[config.mk]
export PLATFORM = sky130hd
export DESIGN_NAME = h14tx_rst_seq_flat
export DESIGN_NICKNAME = d
export VERILOG_FILES = /design/src/rtl/h14tx_rst_seq_if.sv /design/src/rtl/h14tx_rst_seq.sv /design/src/flat_wrapper.sv
export SDC_FILE = /design/constraint.sdc
export NUM_CORES = 1
export LEC_CHECK = 0
export BUFFER_PORTS_ARGS = -buffer_cell sky130_fd_sc_hd__buf_4
export CAP_MARGIN = 20
export CORE_ASPECT_RATIO = 0.6
export CORE_UTILIZATION = 60
export DETAILED_ROUTE_END_ITERATION = 7
export PLACE_DENSITY = 0.8
export RECOVER_POWER = 50
export SYNTH_ARGS = -nofsm -noshare
export SYNTH_HDL_FRONTEND = slang
export SYNTH_SLANG_ARGS = --single-unit
[constraint.sdc]
create_clock -name clk -period 5.4 [get_ports clk]
set_input_delay 0.54 -clock clk [delete_from_list [all_inputs] [get_ports clk]]
set_output_delay 0.54 -clock clk [all_outputs]
set_load 0.005 [all_outputs]
[src/rtl/h14tx_rst_seq_if.sv]
// Signal bundle between the HDMI 1.4 TX reset sequencer and its environment.
// The master side is the sequencer. It receives lock/sw_rst and drives the
// per-channel resets and status.
interface h14tx_rst_seq_if #(
  parameter int NUM_CH = 3
);
  logic              lock;
  logic              sw_rst;
  logic [NUM_CH-1:0] sync_rst_n;
  logic              done;
  logic [7:0]        lock_loss_cnt;

  modport master (
    input  lock,
    input  sw_rst,
    output sync_rst_n,
    output done,
    output lock_loss_cnt
  );

  modport slave (
    output lock,
    output sw_rst,
    input  sync_rst_n,
    input  done,
    input  lock_loss_cnt
  );
endinterface

[src/rtl/h14tx_rst_seq.sv]
// Reset sequencer for the HDMI 1.4 transmitter clock domain.
// The sequencer first synchronises the PLL lock and requires it to stay high
// for LOCK_FILTER cycles. It then holds every reset for MIN_ASSERT cycles and
// releases the NUM_CH active-low resets one after another, STAGGER cycles apart.
// Lock loss or sw_rst from any post-filter state restarts the whole sequence.
// NUM_CH must match the NUM_CH of the connected interface instance.
//
// state     | meaning
// WAIT_LOCK | all resets asserted, filtering synchronised lock
// HOLD      | lock qualified, enforcing minimum reset assertion
// RELEASE   | channels being released one per STAGGER interval
// RUN       | all channels released, watching for abort
module h14tx_rst_seq #(
  parameter int NUM_CH      = 3,
  parameter int SYNC_STAGES = 2,
  parameter int LOCK_FILTER = 16,
  parameter int MIN_ASSERT  = 8,
  parameter int STAGGER     = 4
) (
  input logic              clk,
  input logic              rst,
  h14tx_rst_seq_if.master  rs
);

  localparam int FW = $clog2(LOCK_FILTER + 1);
  localparam int HW = $clog2(MIN_ASSERT + 1);
  localparam int SW = $clog2(STAGGER + 1);
  localparam int CW = $clog2(NUM_CH + 1);

  localparam logic [FW-1:0] FILT_LAST = FW'(LOCK_FILTER - 1);
  localparam logic [HW-1:0] HOLD_LAST = HW'(MIN_ASSERT - 1);
  localparam logic [SW-1:0] STG_LAST  = SW'(STAGGER - 1);
  localparam logic [CW-1:0] CH_LAST   = CW'(NUM_CH - 1);

  typedef enum logic [1:0] {
    WAIT_LOCK = 2'd0,
    HOLD      = 2'd1,
    RELEASE   = 2'd2,
    RUN       = 2'd3
  } state_t;

  state_t            state_q, state_d;
  logic [FW-1:0]     filt_q, filt_d;
  logic [HW-1:0]     hold_q, hold_d;
  logic [SW-1:0]     stg_q, stg_d;
  logic [CW-1:0]     ch_q, ch_d;
  logic [NUM_CH-1:0] rst_n_q, rst_n_d;
  logic              done_q, done_d;
  logic [7:0]        loss_q, loss_d;

  logic [SYNC_STAGES-1:0] sync_q;
  logic                   lock_s;
  logic                   abort;

  // lock crosses into clk only through this chain
  always_ff @(posedge clk or posedge rst) begin
    if (rst) sync_q <= '0;
    else     sync_q <= {sync_q[SYNC_STAGES-2:0], rs.lock};
  end

  assign lock_s = sync_q[SYNC_STAGES-1];
  assign abort  = !lock_s || rs.sw_rst;

  // state, counters and registered outputs
  always_ff @(posedge clk or posedge rst) begin
    if (rst) begin
      state_q <= WAIT_LOCK;
      filt_q  <= '0;
      hold_q  <= '0;
      stg_q   <= '0;
      ch_q    <= '0;
      rst_n_q <= '0;
      done_q  <= 1'b0;
      loss_q  <= '0;
    end else begin
      state_q <= state_d;
      filt_q  <= filt_d;
      hold_q  <= hold_d;
      stg_q   <= stg_d;
      ch_q    <= ch_d;
      rst_n_q <= rst_n_d;
      done_q  <= done_d;
      loss_q  <= loss_d;
    end
  end

  // next-state and output decode; any abort after WAIT_LOCK restarts from scratch
  always_comb begin
    state_d = state_q;
    filt_d  = filt_q;
    hold_d  = hold_q;
    stg_d   = stg_q;
    ch_d    = ch_q;
    rst_n_d = rst_n_q;
    done_d  = done_q;
    loss_d  = loss_q;

    if (state_q != WAIT_LOCK && abort) begin
      // only a lock drop seen in RUN counts as a lock loss
      if (state_q == RUN && !lock_s && loss_q != 8'hFF)
        loss_d = loss_q + 8'd1;
      state_d = WAIT_LOCK;
      filt_d  = '0;
      hold_d  = '0;
      stg_d   = '0;
      ch_d    = '0;
      rst_n_d = '0;
      done_d  = 1'b0;
    end else begin
      case (state_q)
        WAIT_LOCK: begin
          rst_n_d = '0;
          done_d  = 1'b0;
          if (rs.sw_rst || !lock_s) begin
            filt_d = '0;
          end else if (filt_q == FILT_LAST) begin
            filt_d  = '0;
            hold_d  = '0;
            state_d = HOLD;
          end else begin
            filt_d = filt_q + FW'(1);
          end
        end
        HOLD: begin
          if (hold_q == HOLD_LAST) begin
            hold_d  = '0;
            rst_n_d = rst_n_q | NUM_CH'(1);
            stg_d   = '0;
            if (NUM_CH == 1) begin
              done_d  = 1'b1;
              state_d = RUN;
            end else begin
              ch_d    = CW'(1);
              state_d = RELEASE;
            end
          end else begin
            hold_d = hold_q + HW'(1);
          end
        end
        RELEASE: begin
          if (stg_q == STG_LAST) begin
            stg_d   = '0;
            rst_n_d = rst_n_q | (NUM_CH'(1) << ch_q);
            if (ch_q == CH_LAST) begin
              done_d  = 1'b1;
              state_d = RUN;
            end else begin
              ch_d = ch_q + CW'(1);
            end
          end else begin
            stg_d = stg_q + SW'(1);
          end
        end
        default: begin
          state_d = RUN;
        end
      endcase
    end
  end

  assign rs.sync_rst_n    = rst_n_q;
  assign rs.done          = done_q;
  assign rs.lock_loss_cnt = loss_q;

endmodule

[src/flat_wrapper.sv]
// flat-port wrapper written by rule: the top's interface ports become plain ports
module h14tx_rst_seq_flat 
#(
  parameter int NUM_CH      = 3,
  parameter int SYNC_STAGES = 2,
  parameter int LOCK_FILTER = 16,
  parameter int MIN_ASSERT  = 8,
  parameter int STAGGER     = 4
)
  (clk, rst, rs_lock, rs_sw_rst, rs_sync_rst_n, rs_done, rs_lock_loss_cnt);
  h14tx_rst_seq_if #(.NUM_CH(NUM_CH)) rs_i ();
  input logic clk;
  input logic rst;
  input wire logic [$bits(rs_i.lock)-1:0] rs_lock;
  input wire logic [$bits(rs_i.sw_rst)-1:0] rs_sw_rst;
  output wire logic [$bits(rs_i.sync_rst_n)-1:0] rs_sync_rst_n;
  output wire logic [$bits(rs_i.done)-1:0] rs_done;
  output wire logic [$bits(rs_i.lock_loss_cnt)-1:0] rs_lock_loss_cnt;
  assign rs_i.lock = rs_lock;
  assign rs_i.sw_rst = rs_sw_rst;
  assign rs_sync_rst_n = rs_i.sync_rst_n;
  assign rs_done = rs_i.done;
  assign rs_lock_loss_cnt = rs_i.lock_loss_cnt;
  h14tx_rst_seq #(.NUM_CH(NUM_CH), .SYNC_STAGES(SYNC_STAGES), .LOCK_FILTER(LOCK_FILTER), .MIN_ASSERT(MIN_ASSERT), .STAGGER(STAGGER)) u_core (.clk(clk), .rst(rst), .rs(rs_i));
endmodule
Word-level counts from Yosys, hierarchy flattened
Cells that the tools add are included.

Add/sub/neg operators: 5. Multiply operators: 0. Divide/modulo/power cells: 0. Order comparisons: 0. Eq/ne operators: 15. Shifts and indexed selects: 1. Mux-type cells: 33. Bitwise logic cells: 1. Reduce and logical (&&, ||, !) cells: 20.

Operator list (number): $mux W2 (10); $mux W5 (4); $mux W4 (4); $mux W3 (5); $ne A3 B1 Y1 const B (4); $reduce_and A3 Y1 (4); $pmux W3 S3 (1); $reduce_bool A3 Y1 (3); $add A8 B1 Y8 const B (1); $ne A8 B8 Y1 const B (1); $pmux W4 S2 (1); $eq A2 B2 Y1 const B (3); $pmux W2 S3 (1); $pmux W3 S2 (1); $add A5 B1 Y5 const B (1); $eq A5 B4 Y1 const B (1); $reduce_and A5 Y1 (1); $add A4 B1 Y4 const B (1); $eq A4 B3 Y1 const B (1); $mux W1 (4); $pmux W2 S2 (1); $reduce_and A2 Y1 (2); $reduce_and A4 Y1 (1); $reduce_bool A2 Y1 (2); other kinds (15) (17).

Register bits: 30. Bits in latches: 0. Memory bits (writable): 0. Memory bits (read-only): 0. Bits of input ports: 4. Output and inout port bits: 12. Logic and storage cells: 85. Memories: 0.

Longest topological paths before layout
Gate-level depths: netlist of run 1.

Word-level depth: 5. Mapped depth: 7. Mapped depth without buffers: 6.

Least setup slack after synthesis of run 1
Ideal clock, no wire load.

Kind: flip-flop to flip-flop. Start: register u_core.state_q[0]. End: register u_core.state_q[1]. Library setup time: 0.125 ns. Arrival time: 1.626 ns. Data required time: 5.275 ns. Slack: 3.649 ns. Cell stages (with the launch flop): 7. Buffers on the path: 1. Clock period less this slack: 1.751 ns. Cells stage by stage: dfrtp_1 > inv_1 > ha_1 > buf_4 > o211ai_4 > o2111ai_4 > mux2_4.

Longest elaborated chain between the ends: 4. Elaborated cells between the ends (all ways): 13. Classes of those cells: 7 x eq/ne; 2 x mux; 4 x reduce/logical.

Ends and longest elaborated chain: from (decl) (line h14tx_rst_seq.sv:42) `state_t state_q, state_d;`; from (signal assigned) (line h14tx_rst_seq.sv:76) `state_q <= state_d;`; $reduce_bool A2 Y1 (line h14tx_rst_seq.sv:98) `if (state_q != WAIT_LOCK && abort) begin`; $logic_and A1 B1 Y1 (line h14tx_rst_seq.sv:98); $ne A3 B1 Y1 (no line) / $ne A3 B3 Y1 (equally long branches); $reduce_and A5 Y1 (no line).

Parallel ways exist; a longest one is shown, timed or not. A chain may end at the register's enable or synchronous reset.

Worst setup path in the final report of run 1
Ends and elaborated chain as after synthesis.

==> flow_summary.rst, run 1 <==
.. list-table::
   :header-rows: 1

   * - Metric
     - Value
   * - Clock tree buffer depth
     - 2
   * - Hold/Removal Path Class
     - in2async
   * - Global-route wire length before repair
     - 5770 um
   * - Quantity of hold-fixing buffers added after cts
     - 0
   * - RSZ-0062 raised after global routing
     - false
   * - Count of clock tree sinks
     - 30
   * - Share of cells above drive strength 1
     - 0.198
   * - DP Wirelength
     - between 2000 and 2500 um
   * - Number of placed cells counting well taps
     - 200
   * - Number of remaining DRC errors
     - 0
   * - Final setup viols
     - 0
   * - Setup slack of the most critical reg-to-reg path
     - 3.10 ns
   * - Post-DR vias/cell
     - 6.07
   * - WL per Instance
     - around 16 um
   * - Synthesized area per cell
     - 10.8 um2
   * - CTS tree
     - built
   * - Ys Warns
     - 0
   * - Cells along the critical path
     - inv_1, ha_1, o211ai_2, o2111ai_4, mux2_4
   * - Total stage count of the critical path
     - 5
   * - Proportion of synthesized area in mux cells
     - 0.0595
   * - Pin count of the biggest net entering global routing
     - 31
   * - Max stage delay cell, worst path
     - ha_1
   * - Slew at the pin with the worst max-slew slack
     - 1.23 ns
   * - Initial core utilization
     - 0.661
   * - Synthesized instance count
     - 159
   * - Last weighted congestion value of the routability-driven placer
     - 0.789
   * - Achievable clock frequency
     - 434 MHz
   * - Total wire length
     - 3320 um
   * - Antenna violations before repair
     - 0
   * - Synth area leader
     - dfrtp_1
   * - Top-level port count
     - 16
   * - # resized after CTS
     - 0
   * - Main combinational cell family by area after synthesis
     - compound AO/OA/AOI/OAI gates
   * - Total global routing track utilization
     - 0.251
   * - Setup_tns
     - 0 ns
   * - Top post-synthesis cells by area
     - dfrtp_1 44%, ha_1 8.0%, xor2_1 3.6%
   * - RR Startpoint
     - u_core.state_q[0]$_DFFE_PP0P_
   * - Netlist area before placement
     - 1720 um2
   * - Count of cells along the worst register-to-register path
     - 5
   * - Reg-to-reg endpoint
     - u_core.state_q[1]$_DFFE_PP0P_
   * - Endpoint of the most critical setup path
     - u_core.state_q[1]$_DFFE_PP0P_
   * - CP startpoint kind
     - register
   * - Cell class contributing the biggest share of worst-path delay
     - adder cells
   * - Count of maximum capacitance violations
     - 0
   * - Number of diodes
     - 0
   * - Leak Pwr
     - 0.000921 uW
   * - Commonest cells after routing, fill and taps aside
     - 30 x dfrtp_1, 14 x nor2_1, 11 x ha_1, 10 x inv_1, 9 x buf_4
   * - Routed via count
     - 1,269
   * - Area fraction in compound gates after synthesis
     - 0.182
   * - Most common cell after layout, fill and taps aside
     - dfrtp_1
   * - Congestion Overflow GR
     - 0
   * - Relative slew slack
     - 0.178
   * - Start point of the critical path
     - u_core.state_q[0]$_DFFE_PP0P_
   * - Placement Cell Area
     - 1830 um2
   * - Cell Pwr Density
     - 220 nW/um2
   * - Total core area
     - 2610 um2
   * - Simple-gate area share of the yosys netlist
     - 0.156
   * - Share of Yosys cell area claimed by the top area cell type
     - 0.435
   * - WP data arrival
     - 2.47 ns
   * - CP Max Fanout
     - 22
   * - Clock-pin transition on the worst setup and hold timing paths
     - 0.06 ns
   * - Number of buffers inserted by port buffering
     - 15
   * - Vertical extent of the die
     - 43.5 um
   * - Post-route insts no fill
     - roughly 210
   * - CP Capture Type
     - register
   * - Post-synthesis share of cell area spent on full adders, half adders and majority gates
     - 0.0798
   * - Post-route cell area
     - 1930 um2
   * - Starting DRC count in detailed routing
     - 96
   * - Die Footprint
     - 3100 um2
   * - Total clock buffers created by CTS
     - 5
   * - Post-CTS setup-driven buffer insertion count
     - 0
   * - Peak supply drop
     - 215 uV
   * - Number of different library cells in the post-synthesis netlist
     - 52
   * - Number of H-tree levels
     - 2
   * - Final Net Count
     - 191
   * - Final-report hold violation count
     - 0
   * - Die W
     - 71.2 um
   * - Proportion of synthesized chip area in sequential cells
     - 0.435
   * - Max stage delay on crit path
     - 0.81 ns
   * - Net Count, Synth
     - 174
   * - Standard-cell rows
     - 14
   * - Final worst path period need
     - approximately 2.3 ns
   * - Worst Clk Skew
     - 0.00677 ns
   * - Critical path data required time
     - 5.57 ns
   * - Crit path buffers/inverters
     - 1
   * - Fillcell total
     - 197
   * - Antenna Nets Post-Route
     - 0
   * - Post-synthesis sequential element count
     - 30
   * - Number of synthesized flops with an enable pin
     - 0
   * - Latest clock arrival within the worst-skew pair
     - approximately 0.28 ns
   * - TritonRoute pass-1 iters
     - 4
   * - Share of synthesized flip-flops with an asynchronous set or reset
     - 1.00
   * - Area overhead of the layout relative to synthesis
     - 11.9%
   * - Dominant synthesized flop cell
     - dfrtp_1
   * - Core Util, Final
     - 0.739
   * - Period utilisation layout
     - 0.427
   * - Result of the run
     - finished, final reports clean
   * - Clock root buffer master
     - clkbuf_8
   * - Number of pins exceeding their max-slew limit in the final report
     - 0
   * - Synth Area in XOR/XNOR
     - 0.0406
   * - Number of global-route vias before repair
     - 1,244
   * - Worst setup path category
     - reg2reg
==> power by group <==
part | internal, uW | leakage [uW] | total, uW | switching [uW]
clock network | 103 | 0.0000482 | 185 | 82.7
logic | 3.51 | 0.000459 | 12.1 | 8.59
registers | 226 | 0.000414 | 228 | 1.49
==> cell usage after synthesis (2+ instances only) <==
library cell	n
nand2_1	8
o21a_1	4
and3_1	2
o211ai_1	2
nand4_1	4
nand2b_1	4
xor2_1	7
a41oi_1	2
a31oi_1	3
mux2_1	4
buf_4	3
dfrtp_1	30
nor2_1	14
a21oi_1	2
inv_1	10
o21ai_0	4
mux2i_1	2
o211ai_2	2
nand3_1	5
ha_1	11
mux2_2	2
nor3_1	4
==> cell type report <==
| cell class | instances | area, um2 | area share |
|---|---|---|---|
| Sequential cell | 30 | 751 | 0.389 |
| Clock buffer | 7 | 86.3 | 0.0447 |
| Timing Repair Buffer | 16 | 116 | 0.0603 |
| Tap cell | 32 | 40.0 | 0.0208 |
| Clock inverter | 1 | 5.00 | 0.00259 |
| Multi-Input combinational cell | 113 | 893 | 0.463 |
| Inverter | 10 | 37.5 | 0.0195 |
==> worst min-delay path by stage <==
stage | cells after the start | slack, ns | end | startpoint
floorplan | 0 | 0.33 | u_core.sync_q[1]$_DFF_PP0_ | u_core.sync_q[0]$_DFF_PP0_
global placement | 0 | 0.33 | u_core.sync_q[1]$_DFF_PP0_ | u_core.sync_q[0]$_DFF_PP0_
detailed placement | 0 | 0.36 | u_core.sync_q[1]$_DFF_PP0_ | u_core.sync_q[0]$_DFF_PP0_
CTS | 1 | 0.37 | u_core.sync_q[0]$_DFF_PP0_ | rs_lock
global route | 2 | 0.21 | u_core.sync_q[0]$_DFF_PP0_ | rst
finish | 2 | 0.19 | u_core.filt_q[1]$_DFFE_PP0P_ | rst
==> cell families after synthesis <==
logic type	after synthesis
and+or+nand+nor	50
AOI/OAI and AO/OA	35
DFF	30
buffers and inverters	16
adders and majority gates	11
muxes	9
xor gates and xnor gates	8
==> metal layers <==
metal,wire [um],vias up,global-route usage,share of wire
li1,-,609,-,-
met1,1670,614,0.354,0.50
met2,1450,37,0.379,0.44
met3,154,9,0.0698,0.046
met4,47,0,0.0880,0.014
met5,0,-,0,0
==> stage by stage <==
step	total power (uW)	hold WS, ns	worst slack, ns
4_1_cts	429	0.365	3.11
5_1_grt	440	0.210	2.92
3_5_place_dp	244	0.356	3.11
3_3_place_gp	244	0.333	3.21
2_1_floorplan	241	0.331	3.65
6_report	425	0.185	3.10
==> state kept, by name (all words and copies together), names as in the netlist <==
signal / flops
u_core.rs.done: 1
u_core.rs.lock_loss_cnt: 8
u_core.sync_q: 2
u_core.rs.sync_rst_n: 3
u_core.filt_q: 5
u_core.hold_q: 4
u_core.ch_q: 2
u_core.state_q: 2
u_core.stg_q: 3
(Power assumes the default switching activity.)
==> run 2: changes to the inputs <==
Settings changed: CORE_UTILIZATION 60 to 58, PLACE_DENSITY 0.8 to 0.78.
Clock period 5.4 ns to 2.15 ns, I/O delays scaled along.
==> flow_summary.rst, run 2 (synthesis gave the netlist of run 1 again) <==
.. list-table::
   :header-rows: 1

   * - Metric
     - Value
   * - Result of the run
     - finished, violations left
   * - Violated checks
     - capacitance limit, slew limit
   * - CP startpoint kind
     - register
   * - Max stage delay cell, worst path
     - ha_1
   * - Top-level port count
     - 16 (unchanged)
   * - Worst setup path category
     - reg2reg
   * - Clock root buffer master
     - clkbuf_8
   * - CP Capture Type
     - register
   * - Commonest cells after routing, fill and taps aside
     - 30 x dfrtp_1, 14 x nor2_1, 14 x buf_4, 11 x ha_1, 10 x inv_1
   * - Die W
     - 72.4 um (+1.7%)
   * - TritonRoute pass-1 iters
     - 4 (unchanged)
   * - Number of pins exceeding their max-slew limit in the final report
     - 31 (+31)
   * - Met2 routing resource usage after global routing
     - 0.378 (-0.00148)
   * - Peak supply drop
     - 460 uV (+110%)
   * - Total core area
     - 2660 um2 (+2.0%)
   * - Cells along the critical path
     - inv_1, ha_1, buf_4, mux2_1, a21oi_1, nor2_1
   * - Final worst path period need
     - 2.00 ns (-0.299 ns)
   * - Starting DRC count in detailed routing
     - 91 (-5.2%)
   * - Quantity of hold-fixing buffers added after cts
     - 0 (unchanged)
   * - Placement Cell Area
     - 1890 um2 (+3.0%)
   * - Congestion Overflow GR
     - 0 (unchanged)
   * - Busiest grt layer
     - met2
   * - Total global routing track utilization
     - 0.257 (+0.00570)
   * - Total wire length
     - 3520 um (+6.0%)
   * - Total clock buffers created by CTS
     - 5 (unchanged)
   * - Setup_tns
     - 0 ns (unchanged)
   * - Slew at the pin with the worst max-slew slack
     - 1.62 ns (+0.383 ns)
   * - Hold/Removal Path Class
     - in2reg
   * - Worst Clk Skew
     - 0.00573 ns (-0.00104 ns)
   * - Power after layout
     - 1140 uW (+170%)
   * - WP data arrival
     - 2.17 ns (-0.30 ns)
   * - DP Wirelength
     - 2560 um (+9.3%)
   * - Die Footprint
     - 3200 um2 (+3.3%)
   * - Initial core utilization
     - 0.648 (-0.0130)
   * - Cell Pwr Density
     - 569 nW/um2 (+160%)
   * - Latest clock arrival within the worst-skew pair
     - 0.28 ns (about the same)
   * - Max reg flops
     - 8 (unchanged)
   * - Leak Pwr
     - 0.000952 uW (+3.3%)
   * - RSZ-0062 raised after global routing
     - false
   * - Post-DR vias/cell
     - 5.85 (-3.6%)
   * - Clock-pin transition on the worst setup and hold timing paths
     - 0.06 ns (about the same)
   * - Global-route track usage on met1
     - 0.356 (+0.00165)
   * - Most common cell after layout, fill and taps aside
     - dfrtp_1
   * - Count of maximum capacitance violations
     - 1 (+1)
   * - Vertical extent of the die
     - 44.2 um (+1.6%)
   * - Antenna Nets Post-Route
     - 0 (unchanged)
   * - Final setup viols
     - 0 (unchanged)
   * - Relative slew slack
     - -0.0768 (-0.255)
   * - Post-CTS setup-driven buffer insertion count
     - 0 (unchanged)
   * - Achievable clock frequency
     - 499 MHz (+15%)
   * - Post-route cell area
     - 2000 um2 (+3.4%)
   * - # resized after CTS
     - 0 (unchanged)
   * - GR Util met3
     - 0.0774 (+0.00768)
   * - Period utilisation layout
     - 0.932 (+0.506)
   * - Number of diodes
     - 0 (unchanged)
   * - Antenna violations before repair
     - 0 (unchanged)
   * - Standard-cell rows
     - 14 (unchanged)
   * - CTS tree
     - built
   * - Number of buffers inserted by port buffering
     - 15 (unchanged)
   * - CP Max Fanout
     - 10 (-55%)
   * - Final-report hold violation count
     - 0 (unchanged)
   * - Pin count of the biggest net entering global routing
     - 31 (unchanged)
   * - Clock tree buffer depth
     - 2 (unchanged)
   * - Area overhead of the layout relative to synthesis
     - 15.7%
   * - Share of cells above drive strength 1
     - 0.225 (+0.0275)
   * - Number of remaining DRC errors
     - 0 (unchanged)
   * - Final Net Count
     - 196 (+2.6%)
   * - Global-route wire length before repair
     - 5970 um (+3.5%)
   * - Critical path data required time
     - 2.31 ns (-3.26 ns)
   * - Number of H-tree levels
     - 2 (unchanged)
   * - Last weighted congestion value of the routability-driven placer
     - 0.830 (+5.1%)
   * - Number of global-route vias before repair
     - 1,303 (+4.7%)
   * - Max stage delay on crit path
     - 0.46 ns (-0.35 ns)
   * - WL per Instance
     - 15.8 um (-0.21%)
   * - Routed via count
     - 1,299 (+2.4%)
   * - Count of clock tree sinks
     - 30 (unchanged)
run 2: cell types whose count changed in the layout (fill, tap and decap cells not counted):
cell / before / now
buf_4: 9 / 14
clkbuf_8: 6 / 8
clkbuf_1: 2 / 1
clkinv_2: 1 / 0
run 2: critical path, delay by kind of cell (launching register included):
family	cells	cell delay, ns
DFF	1	0.45
buffers and inverters	2	0.34
AOI/OAI and AO/OA	1	0.20
muxes	1	0.35
and+or+nand+nor	1	0.08
adders and majority gates	1	0.46
run 2: metal layers:
metal	wire length, um	vias up
li1	-	619
met1	1750	640
met2	1530	31
met3	168	9
met4	61	0
met5	0	-
run 2: report_power, final:
group | total (uW) | internal, uW | switching [uW]
Clock | 531 | 323 | 209
Sequential | 572 | 568 | 4.13
Combinational | 32.5 | 10.1 | 22.4
Total | 1140 | 901 | 235
run 2: path summary, 6_finish.rpt:
path | startpoint | slack [ns] | end | cells past startpoint
max | u_core.state_q[1]$_DFFE_PP0P_ | 0.15 | u_core.rs.sync_rst_n[1]$_DFFE_PP0P_ | 6
min | rs_lock | 0.07 | u_core.sync_q[0]$_DFF_PP0_ | 1
max reg2reg | u_core.state_q[1]$_DFFE_PP0P_ | 0.15 | u_core.rs.sync_rst_n[1]$_DFFE_PP0P_ | 6
min reg2reg | u_core.sync_q[0]$_DFF_PP0_ | 0.38 | u_core.sync_q[1]$_DFF_PP0_ | 0
max in group asynchronous | rst | 0.71 | u_core.state_q[1]$_DFFE_PP0P_ | 3
min in group asynchronous | rst | 0.49 | u_core.filt_q[2]$_DFFE_PP0P_ | 3
run 2: final cells by class:
cell class	count	area, um2
Tap cell	40	50.0
Clock buffer	8	110
Sequential cell	30	751
Timing Repair Buffer	21	154
Fill cell	183	667
Multi-Input combinational cell	113	893
Inverter	10	37.5
run 2: per-stage QoR:
stage / hold WS (ns) / cells / utilization / worst slack (ns)
after floorplan: 0.246 / 159 / - / 0.399
after global placement: 0.307 / 214 / 0.710 / 0.268
after detailed placement: 0.320 / 214 / 0.710 / 0.184
after CTS: 0.0238 / 222 / 0.751 / 0.163
after global routing: 0.0614 / 222 / 0.750 / 0.0222
final: 0.0706 / 222 / 0.750 / 0.145
==> run 3: changes to the inputs <==
Settings changed: ABC_CLOCK_PERIOD_IN_PS set to 2150, BUFFER_PORTS_ARGS -buffer_cell sky130_fd_sc_hd__buf_4 to -buffer_cell sky130_fd_sc_hd__buf_2, REMOVE_ABC_BUFFERS set to 1.
==> flow_summary.rst, run 3 (synthesis gave the netlist of run 1 again) <==
.. list-table::
   :header-rows: 1

   * - Metric
     - Value
   * - Area overhead of the layout relative to synthesis
     - 12.7%
   * - Pin count of the biggest net entering global routing
     - 31 (unchanged)
   * - Fillcell total
     - 202 (+10%)
   * - Quantity of hold-fixing buffers added after cts
     - 0 (unchanged)
   * - Number of global-route vias before repair
     - 1,206 (-7.4%)
   * - Final-report hold violation count
     - 0 (unchanged)
   * - Total core area
     - 2660 um2 (unchanged)
   * - Combinational power share
     - 0.029 (about the same)
   * - Last weighted congestion value of the routability-driven placer
     - 0.792 (-4.6%)
   * - Net switching component of the power
     - 229 uW (-2.8%)
   * - Achievable clock frequency
     - 501 MHz (+0.36%)
   * - Number of pins exceeding their max-slew limit in the final report
     - 31 (unchanged)
   * - Antenna Nets Post-Route
     - 0 (unchanged)
   * - Antenna violations before repair
     - 0 (unchanged)
   * - Clock-pin transition on the worst setup and hold timing paths
     - 0.07 ns (about the same)
   * - Number of H-tree levels
     - 2 (unchanged)
   * - Final Net Count
     - 197 (+0.51%)
   * - Initial core utilization
     - 0.648 (unchanged)
   * - Switching power share of the total
     - 0.215 (+0.00800)
   * - Post-Route Hold Slack
     - 0.0425 ns (-0.0281 ns)
   * - Number of diodes
     - 0 (unchanged)
   * - Sequential cell area
     - 751 um2 (unchanged)
   * - Post-CTS setup-driven buffer insertion count
     - 0 (unchanged)
   * - Number of buffers inserted by port buffering
     - 15 (unchanged)
   * - Count of clock tree sinks
     - 30 (unchanged)
   * - Cell Pwr Density
     - 547 nW/um2 (-3.9%)
   * - Max stage delay cell, worst path
     - ha_1
   * - Commonest cells after routing, fill and taps aside
     - 30 x dfrtp_1, 14 x nor2_1, 12 x buf_2, 11 x ha_1, 10 x inv_1
   * - Critical path data required time
     - 2.31 ns (about the same)
   * - Count of maximum capacitance violations
     - 1 (unchanged)
   * - WP data arrival
     - 2.16 ns (about the same)
   * - Number of remaining DRC errors
     - 0 (unchanged)
   * - Standard-cell rows
     - 14 (unchanged)
   * - RSZ-0062 raised after global routing
     - false
   * - CTS tree
     - built
   * - Relative slew slack
     - -0.0265 (+0.0503)
   * - Vertical extent of the die
     - 44.2 um (unchanged)
   * - Multi-input gate area
     - 893 um2 (unchanged)
   * - Starting DRC count in detailed routing
     - 79 (-13%)
   * - Congestion Overflow GR
     - 0 (unchanged)
   * - Clock root buffer master
     - clkbuf_8
   * - CP Max Fanout
     - 11 (+1)
   * - Latest clock arrival within the worst-skew pair
     - 0.28 ns (about the same)
   * - Total wire length
     - 3200 um (-9.0%)
   * - Cell class contributing the biggest share of worst-path delay
     - adder cells
   * - CP Capture Type
     - register
   * - Post-DR vias/cell
     - 5.79 (-0.98%)
   * - DP Wirelength
     - 2320 um (-9.5%)
   * - CP startpoint kind
     - register
   * - Power after layout
     - 1060 uW (-6.4%)
   * - Result of the run
     - finished, violations left
   * - Total global routing track utilization
     - 0.234 (-0.0232)
   * - Violated checks
     - capacitance limit, slew limit
   * - Worst Clk Skew
     - 0.00761 ns (+0.00188 ns)
   * - Routed via count
     - 1,292 (-0.54%)
   * - Die Footprint
     - 3200 um2 (unchanged)
   * - Cells along the critical path
     - inv_1, ha_1, buf_4, o21ai_4, o21a_1, mux2_1
   * - TritonRoute pass-1 iters
     - 4 (unchanged)
   * - Most common cell after layout, fill and taps aside
     - dfrtp_1
   * - Hold/Removal Path Class
     - in2reg
   * - Proportion of power drawn by flip-flops and latches
     - 0.538 (+0.034)
   * - Final worst path period need
     - 2.00 ns (-0.00726 ns)
   * - Leak Pwr
     - 0.000935 uW (-1.7%)
   * - Clock tree buffer depth
     - 2 (unchanged)
   * - Slew at the pin with the worst max-slew slack
     - 1.54 ns (-0.0754 ns)
   * - Crit path buffers/inverters
     - 2 (unchanged)
   * - Final setup viols
     - 0 (unchanged)
   * - # resized after CTS
     - 0 (unchanged)
   * - Top-level port count
     - 16 (unchanged)
   * - Setup_tns
     - 0 ns (unchanged)
   * - Share of cells above drive strength 1
     - 0.208 (-0.0176)
   * - Max reg flops
     - 8 (unchanged)
   * - Max stage delay on crit path
     - 0.49 ns (+0.03 ns)
   * - Total clock buffers created by CTS
     - 5 (unchanged)
   * - Internal power summed over all cells
     - 835 uW (-7.4%)
   * - Share of total power in the clock network
     - 0.434 (-0.034)
   * - Die W
     - 72.4 um (unchanged)
   * - Period utilisation layout
     - 0.929 (-0.00337)
   * - Worst setup path category
     - reg2reg
   * - Global-route wire length before repair
     - 5510 um (-7.7%)
   * - WL per Instance
     - 14.3 um (-9.4%)
   * - Peak supply drop
     - 377 uV (-18%)
## run 3: final cells by class
class                           instances  share of cell area
Clock buffer                            7              0.0444
Clock inverter                          1             0.00258
Inverter                               10              0.0193
Multi-Input combinational cell        113               0.460
Sequential cell                        30               0.386
Tap cell                               40              0.0258
Timing Repair Buffer                   22              0.0618
## run 3: power groups by stage
stage / Combinational (uW) / Sequential [uW] / Clock (uW)
6_report: 30.4 / 572 / 461
5_1_grt: 35.3 / 572 / 493
4_1_cts: 32.6 / 571 / 473
3_5_place_dp: 32.5 / 582 / 0
3_3_place_gp: 31.4 / 582 / 0
2_1_floorplan: 20.2 / 581 / 0
## run 3: worst paths after layout
check | from | cells after the start | slack, ns | endpoint
worst min register to register | u_core.sync_q[0]$_DFF_PP0_ | 0 | 0.35 | u_core.sync_q[1]$_DFF_PP0_
worst max register to register | u_core.state_q[0]$_DFFE_PP0P_ | 6 | 0.15 | u_core.hold_q[0]$_DFFE_PP0P_
worst max-delay path | u_core.state_q[0]$_DFFE_PP0P_ | 6 | 0.15 | u_core.hold_q[0]$_DFFE_PP0P_
worst min-delay path | rs_lock | 1 | 0.04 | u_core.sync_q[0]$_DFF_PP0_
min in group asynchronous | rst | 3 | 0.46 | u_core.rs.lock_loss_cnt[5]$_DFFE_PP0P_
max in group asynchronous | rst | 3 | 0.78 | u_core.filt_q[4]$_DFFE_PP0P_
## run 3: per-stage QoR
step | instance area, um2 | std cells | setup WS [ns] | utilization
3_5_place_dp | 1860 | 215 | 0.179 | 0.698
2_1_floorplan | 1680 | 153 | 0.141 | -
4_1_cts | 1950 | 223 | 0.166 | 0.733
3_3_place_gp | 1860 | 215 | 0.271 | 0.698
6_report | 1940 | 223 | 0.153 | 0.730
5_1_grt | 1940 | 223 | 0.0287 | 0.730
## run 3: layer usage
| layer | vias to the layer above | share of wire | global-route usage |
|---|---|---|---|
| li1 | 619 | - | - |
| met1 | 632 | 0.52 | 0.323 |
| met2 | 37 | 0.42 | 0.357 |
| met3 | 4 | 0.040 | 0.0615 |
| met4 | 0 | 0.012 | 0.0941 |
| met5 | - | 0 | 0 |
